**src/rtl/alu_top.sv**
```systemverilog
// Four-unit registered ALU (arithmetic, logic, compare, shift) with per-unit result and activity flag.
// Optional divider on arithmetic op 11 is built only when ALU_DIV_EN is defined.
module alu_top #(
  parameter int Operand_SIZE = 16,
  parameter int ALU_OUT      = 32
) (
  input  logic                    CLK,
  input  logic                    RST,
  input  logic [Operand_SIZE-1:0] A,
  input  logic [Operand_SIZE-1:0] B,
  input  logic [3:0]              ALU_FUN,
  output logic [ALU_OUT-1:0]      Arith_out,
  output logic                    Carry_OUT,
  output logic                    Arith_Flag,
  output logic [ALU_OUT-1:0]      Logic_OUT,
  output logic                    Logic_Flag,
  output logic [ALU_OUT-1:0]      CMP_OUT,
  output logic                    CMP_Flag,
  output logic [ALU_OUT-1:0]      SHIFT_OUT,
  output logic                    SHIFT_Flag
);

  typedef enum logic [1:0] {
    UNIT_ARITH = 2'b00,
    UNIT_LOGIC = 2'b01,
    UNIT_CMP   = 2'b10,
    UNIT_SHIFT = 2'b11
  } unit_e;

  unit_e              unit;
  logic [1:0]         op;
  logic [ALU_OUT-1:0] a_ext;
  logic [ALU_OUT-1:0] b_ext;
  logic [ALU_OUT-1:0] sum;
  logic [ALU_OUT-1:0] arith_res;
  logic               carry_res;
  logic [ALU_OUT-1:0] logic_res;
  logic [ALU_OUT-1:0] cmp_res;
  logic [ALU_OUT-1:0] shift_res;

  assign unit  = unit_e'(ALU_FUN[3:2]);
  assign op    = ALU_FUN[1:0];
  assign a_ext = ALU_OUT'(A);
  assign b_ext = ALU_OUT'(B);
  assign sum   = a_ext + b_ext;

  always_comb begin
    arith_res = '0;
    carry_res = 1'b0;
    case (op)
      2'b00: begin
        arith_res = sum;
        carry_res = sum[Operand_SIZE];
      end
      2'b01: begin
        arith_res = a_ext - b_ext;
        carry_res = (A < B);
      end
      2'b10: arith_res = a_ext * b_ext;
      default: begin
`ifdef ALU_DIV_EN
        arith_res = (b_ext == '0) ? '0 : (a_ext / b_ext);
`else
        arith_res = '0;
`endif
      end
    endcase
  end

  // NAND/NOR invert the zero-extended operands, so upper bits come out set
  always_comb begin
    logic_res = '0;
    case (op)
      2'b00:   logic_res = a_ext & b_ext;
      2'b01:   logic_res = a_ext | b_ext;
      2'b10:   logic_res = ~(a_ext & b_ext);
      default: logic_res = ~(a_ext | b_ext);
    endcase
  end

  always_comb begin
    cmp_res = '0;
    case (op)
      2'b01:   cmp_res = (A == B) ? ALU_OUT'(1) : '0;
      2'b10:   cmp_res = (A > B)  ? ALU_OUT'(2) : '0;
      2'b11:   cmp_res = (A < B)  ? ALU_OUT'(3) : '0;
      default: cmp_res = '0;
    endcase
  end

  always_comb begin
    shift_res = '0;
    case (op)
      2'b00:   shift_res = a_ext >> 1;
      2'b01:   shift_res = a_ext << 1;
      2'b10:   shift_res = b_ext >> 1;
      default: shift_res = b_ext << 1;
    endcase
  end

  always_ff @(posedge CLK) begin
    if (RST) begin
      Arith_out  <= '0;
      Carry_OUT  <= 1'b0;
      Arith_Flag <= 1'b0;
      Logic_OUT  <= '0;
      Logic_Flag <= 1'b0;
      CMP_OUT    <= '0;
      CMP_Flag   <= 1'b0;
      SHIFT_OUT  <= '0;
      SHIFT_Flag <= 1'b0;
    end else begin
      Arith_out  <= (unit == UNIT_ARITH) ? arith_res : '0;
      Carry_OUT  <= (unit == UNIT_ARITH) && carry_res;
      Arith_Flag <= (unit == UNIT_ARITH);
      Logic_OUT  <= (unit == UNIT_LOGIC) ? logic_res : '0;
      Logic_Flag <= (unit == UNIT_LOGIC);
      CMP_OUT    <= (unit == UNIT_CMP) ? cmp_res : '0;
      CMP_Flag   <= (unit == UNIT_CMP);
      SHIFT_OUT  <= (unit == UNIT_SHIFT) ? shift_res : '0;
      SHIFT_Flag <= (unit == UNIT_SHIFT);
    end
  end

endmodule

```
**config.mk**
```make
export PLATFORM = sky130hd
export DESIGN_NAME = alu_top
export DESIGN_NICKNAME = d
export VERILOG_FILES = /design/src/rtl/alu_top.sv
export SDC_FILE = /design/constraint.sdc
export NUM_CORES = 1
export LEC_CHECK = 0
export BUFFER_PORTS_ARGS = -buffer_cell sky130_fd_sc_hd__clkbuf_2
export CAP_MARGIN = 5
export CELL_PAD_IN_SITES_DETAIL_PLACEMENT = 0
export CELL_PAD_IN_SITES_GLOBAL_PLACEMENT = 1
export CORE_MARGIN = 2
export CORE_UTILIZATION = 46
export DETAILED_ROUTE_END_ITERATION = 7
export PLACE_DENSITY_LB_ADDON = 0.08
export SLEW_MARGIN = 20
export SYNTH_ARGS = -nofsm -noshare
export SYNTH_HDL_FRONTEND = slang
export SYNTH_SLANG_ARGS = --single-unit
export TNS_END_PERCENT = 10
```
**constraint.sdc**
```tcl
create_clock -name CLK -period 9.3 [get_ports CLK]
set_input_delay 1.86 -clock CLK [delete_from_list [all_inputs] [get_ports CLK]]
set_output_delay 1.86 -clock CLK [all_outputs]
set_load 0.01 [all_outputs]
```
# After elaboration in Yosys (flattened, before gate mapping)
# Cells that the tools add are included.
dict set report op_classes {
  n_addsub 2
  n_eq_ne 7
  magnitude_cmp 2
  n_mux 8
  bitwise 8
  n_reduce_logical 7
  multipliers 1
}
# op count
set op_table {}
lappend op_table {{32-bit case mux with 3 select lines} 2}
lappend op_table {{16-bit inverter with 32-bit output} 2}
lappend op_table {{17-bit case mux with 3 select lines} 1}
lappend op_table {{16-bit by 16-bit multiplier with 32-bit output} 1}
lappend op_table {{16-bit by 16-bit adder with 17-bit output} 1}
lappend op_table {{16-bit by 16-bit subtractor with 17-bit output} 1}
lappend op_table {{16-bit bitwise AND} 1}
lappend op_table {{16-bit equality test} 1}
lappend op_table {{16-bit greater-than comparator} 1}
lappend op_table {{16-bit less-than comparator} 1}
lappend op_table {{16-bit bitwise OR} 1}
lappend op_table {{2-bit equality test, second input constant} 4}
lappend op_table {{2-bit OR reduction} 4}
lappend op_table {{2-bit case mux with 3 select lines} 1}
lappend op_table {{2-bit by 1-bit equality test with 1-bit output, second input constant} 2}
lappend op_table {{2-bit logical NOT} 2}
lappend op_table {{2-bit 2-to-1 mux} 2}
lappend op_table {{1-bit inverter} 4}
lappend op_table {{1-bit case mux with 2 select lines} 1}
lappend op_table {{1-bit logical AND} 1}
lappend op_table {{1-bit 2-to-1 mux} 1}
dict set report word_totals {
  out_inout_bits 133
  input_bits 38
  register_bits 133
  word_cells 44
}

# Logic depth before layout (Yosys ltp)
dict set report depth {
  word_depth 3
  ltp_mapped 23
  ltp_nobuf 22
}

# Least setup slack after synthesis
# No wires, ideal clock.
dict set report synth_timing {
  path_type {in2reg}
  from {input A[5]}
  to {register Arith_out[22]}
  required_ps 9170
  path_buffers 1
  path_slack_ps 1901
  t_arrival_ps 7269
  setup_ps 130
  path_stages 21
  cell_sequence {clkbuf_1 -> clkinv_1 -> nor2_1 -> fa_1 -> inv_1 -> fa_1 -> fa_1 -> fa_1 -> inv_1 -> fa_1 -> inv_1 -> fa_1 -> inv_1 -> ha_1 -> and3_1 -> and3_1 -> a31oi_1 -> a311o_1 -> or3_1 -> o31ai_2 -> o211ai_1}
}
dict set report synth_between {
  elab_chain_cells 2
  word_cells_on_any_way 3
  classes_between {add/sub: 1; mul: 1; mux: 1}
}
# element line
set synth_lines {}
lappend synth_lines {{start: declaration} 9} ;# input logic [Operand_SIZE-1:0] A,
lappend synth_lines {{16-bit by 16-bit multiplier with 32-bit output / 16-bit by 16-bit subtractor with 17-bit output (equally long branches)} {59, 56}}
lappend synth_lines {{32-bit case mux with 3 select lines (*)} 50} ;# case (op)
lappend synth_lines {{end signal: assignment} 113} ;# Arith_out <= (unit == UNIT_ARITH) ? arith_res : '0;
lappend synth_lines {{end: declaration} 12} ;# output logic [ALU_OUT-1:0] Arith_out,
# Mark *: on every way between the ends. The rest lies on a longest branch, timed or not.
# A chain may end at the register's enable or synchronous reset.

# Final worst setup path
dict set report layout_timing {
  from {input B[7]}
  to {register Arith_out[30]}
}
dict set report layout_between {
  elab_chain_cells 2
  word_cells_on_any_way 3
  classes_between {add/sub: 1; mul: 1; mux: 1}
}
# element line
set layout_lines {}
lappend layout_lines {{start: declaration} 10} ;# input logic [Operand_SIZE-1:0] B,
lappend layout_lines {{16-bit by 16-bit multiplier with 32-bit output / 16-bit by 16-bit subtractor with 17-bit output (equally long branches)} {59, 56}}
lappend layout_lines {{32-bit case mux with 3 select lines (*)} 50}
# Marks and branches as above.

==> impl_results.md <==
* Pin count of the biggest net entering global routing at 81
* Nets at 2,023
* Vias in the first global route at 10,900
* Worst Setup Start Kind: primary input
* Vias per cell at 5.31
* Die Y at 173 um
* Pwr Density at 379 nW/um^2
* Routed len/inst at 20.3 um
* Synth cell count leaders: inv_1, fa_1, nand2_1, nor2_1, ha_1
* Total die area at 30,100 um^2
* Crit end category: flop
* Worst Hold Depth at 2
* GPL Wtd Cong at 0.989
* Worst path cell trace: clkbuf_2, ha_1, inv_1, fa_1, inv_1, fa_1, inv_1, fa_1, inv_1, fa_1, fa_1, inv_1, fa_1, inv_1, ha_1, nand2_1, o21ai_0, a211oi_1, a21oi_1, nand4_1, nand2b_1, mux2i_1, nand3_1
* Area contributors post-synth: fa_1, ha_1, dfxtp_1
* Max Freq at 0.121 GHz
* Syn Inst Count at 1,574
* Overall routing resource usage at 28.2%
* Initial antenna violation count at 0
* Asr flop ratio synth at 0%
* Synth top area share at 29.7%
* Number of core rows at 61
* Seq. cell area at 1460 um^2
* Ys Warns at 0
* Lkg Pwr at 7.28 nW
* Bufs on Longest Clock Path at 2
* Core area at 28,000 um^2
* Most instantiated library cell after synthesis: inv_1
* Post-synthesis sequential area ratio at 11.1%
* RSZ-0062 raised after global routing: no
* CTS Hold Buffers Added at 0
* Clk slew on worst S/H paths at 0.06 ns
* Status: completed
* CTS root buf: clkbuf_16
* Post-DP HPWL at 33,600 um
* Antenna-violating nets left at 0
* Most common flop cell mapped by yosys: dfxtp_1
* DRT iter0 DRCs at 678
* Area grow syn2layout at 7.21%
* Slew Viols, Final at 0
* Fill cells at 2,789
* Die width at 173 um
* TritonCTS Buffers at 9
* Post-route clock period utilization at 88.6%
* Synth area leader: fa_1
* Crit Path Category: primary input to flop
* VDD IR-drop max at 0.590 mV
* Worst min-delay path class: primary input to flop
* H-tree depth at 3
* Post-Syn Area at 13,200 um^2
* Share of cells above drive strength 1 at 10.8%
* Setup TNS at 0 ns
* Worst Hold End: CMP_Flag
* Area occupied by multi-input gates at 10,100 um^2
* CTS sink count at 73
* EDFF count, synth at 0
* Post-CTS setup buffers at 0
* IO Pins at 171
* Yosys reg bits at 73
* Worst-margin pin slew at 1.11 ns
* WL final at 41,000 um
* Total gr overflow at 0
* Starting Density at 47.1%
* CP max stage delay at 0.88 ns
* Synth cell types at 66
* Crit-path slowest cell: a21oi_1
* Port-buffer cells at 125
* Max Cap Viol at 0
* Post-CTS Resized at 0
* Final hold vios at 0
* First-pass GRT wire length at 64,800 um
* TritonCTS clock tree: yes
* Critical Path RT at 9.53 ns
* # diodes at 0
* Worst Path Arrival at 8.46 ns
* Minimum clock period at 8.24 ns
* Hold path startpoint: ALU_FUN[2]
* # DRC at 0
* Tot Pwr at 5.36 mW
* Setup violators final at 0
* Average cell area after synthesis at 8.38 um^2
* Critical Path Fanout Max at 16
* DR vias at 10,700
* DRT Pass-1 Iters at 5
* Slew HR at 25.8%
## metal layers
layer	vias up	share of wire [%]	wire length (um)	track usage, %
met2	431	46	18800	45.0
met5	-	0	0	0
met3	61	7.1	2900	5.02
li1	4972	-	-	-
met4	0	3.6	1470	9.96
met1	5268	44	17900	38.7
## area by class of cell
type,count,area share [%]
well taps,378,3.34
multi-input cells,1130,71.4
flip-flops and latches,73,10.3
clock buffers,10,1.69
clock inverters,6,0.646
repair buffers,134,4.90
inverters,289,7.67
## cells in the final DEF (no fill, tap or decap), types with 4 or more instances in the layout
master and count:
o21bai_1 7, a221oi_1 4, clkinv_1 7, xor2_1 11
clkbuf_16 9, a21oi_1 59, inv_1 275, o21ai_0 33
dfxtp_1 73, mux4_2 14, nand2b_1 5, o21ai_1 25
and3_1 10, o211ai_1 7, nand3_1 13, o21a_1 4
nor2b_1 4, ha_1 152, xnor2_1 43, buf_4 9
a31oi_1 6, clkbuf_2 125, nor2_1 172, or3_1 6
nand2_1 190, a21o_1 15, nor3_1 16, and2_1 15
inv_2 7, conb_1 45, nand4_1 9, mux2i_1 7
o22ai_1 5, a22oi_1 4, fa_1 196, a211oi_1 9
## cell families (layout without fill, tap and decap cells)
group	count (synthesis)	in the layout	share of synthesized area, %
buffers and inverters	415	439	13.6
XOR/XNOR	54	54	3.58
adder cells (fa/ha/maj)	348	348	44.2
AO/OA/AOI/OAI	211	211	10.2
AND/OR/NAND/NOR	451	451	14.4
other	1	45	0.0284
multiplexers	21	21	2.92
flip-flops	73	73	11.1
## critical path: cells and delay by family
kind	cells	cell delay [ns]
muxes	1	0.20
buffers and inverters	7	0.77
AOI/OAI and AO/OA	3	1.26
and+or+nand+nor	4	0.54
adders and majority gates	8	3.78
## state kept, by name, summed over array words and instances, names as in the netlist
register / flops
SHIFT_Flag: 1
CMP_OUT: 2
SHIFT_OUT: 17
Carry_OUT: 1
Arith_out: 32
CMP_Flag: 1
Arith_Flag: 1
Logic_Flag: 1
Logic_OUT: 17
## how the worst max path moves through the flow
| stage | start | to | slack (ns) | depth (start not counted) |
|---|---|---|---|---|
| final | B[7] | Arith_out[30] | 1.06 | 23 |
| after global placement | B[7] | Arith_out[30] | 0.75 | 23 |
| after floorplan | A[5] | Arith_out[22] | 1.90 | 21 |
| after detailed placement | B[7] | Arith_out[30] | 0.76 | 23 |
| after global routing | B[7] | Arith_out[31] | 0.88 | 23 |
| after CTS | B[7] | Arith_out[31] | 1.11 | 23 |
## power breakdown
part           switching, mW  leakage (nW)  internal (mW)  total [mW]
clock                  0.150         0.163          0.243       0.393
sequential           0.00870         0.593          0.341       0.349
combinational           2.92          6.52           1.70        4.62
## metrics by stage
step / worst slack (ns) / hold WS, ns / std cells / cell area (um^2) / util [%]
floorplan: 1.90 / 1.96 / 1618 / 13400 / -
global placement: 0.745 / 2.09 / 2004 / 13800 / 49.3
detailed placement: 0.758 / 2.09 / 2004 / 13800 / 49.3
CTS: 1.11 / 1.73 / 2020 / 14100 / 50.5
global route: 0.885 / 1.74 / 2020 / 14100 / 50.5
finish: 1.06 / 1.73 / 2020 / 14100 / 50.5
(Power assumes the default switching activity.)
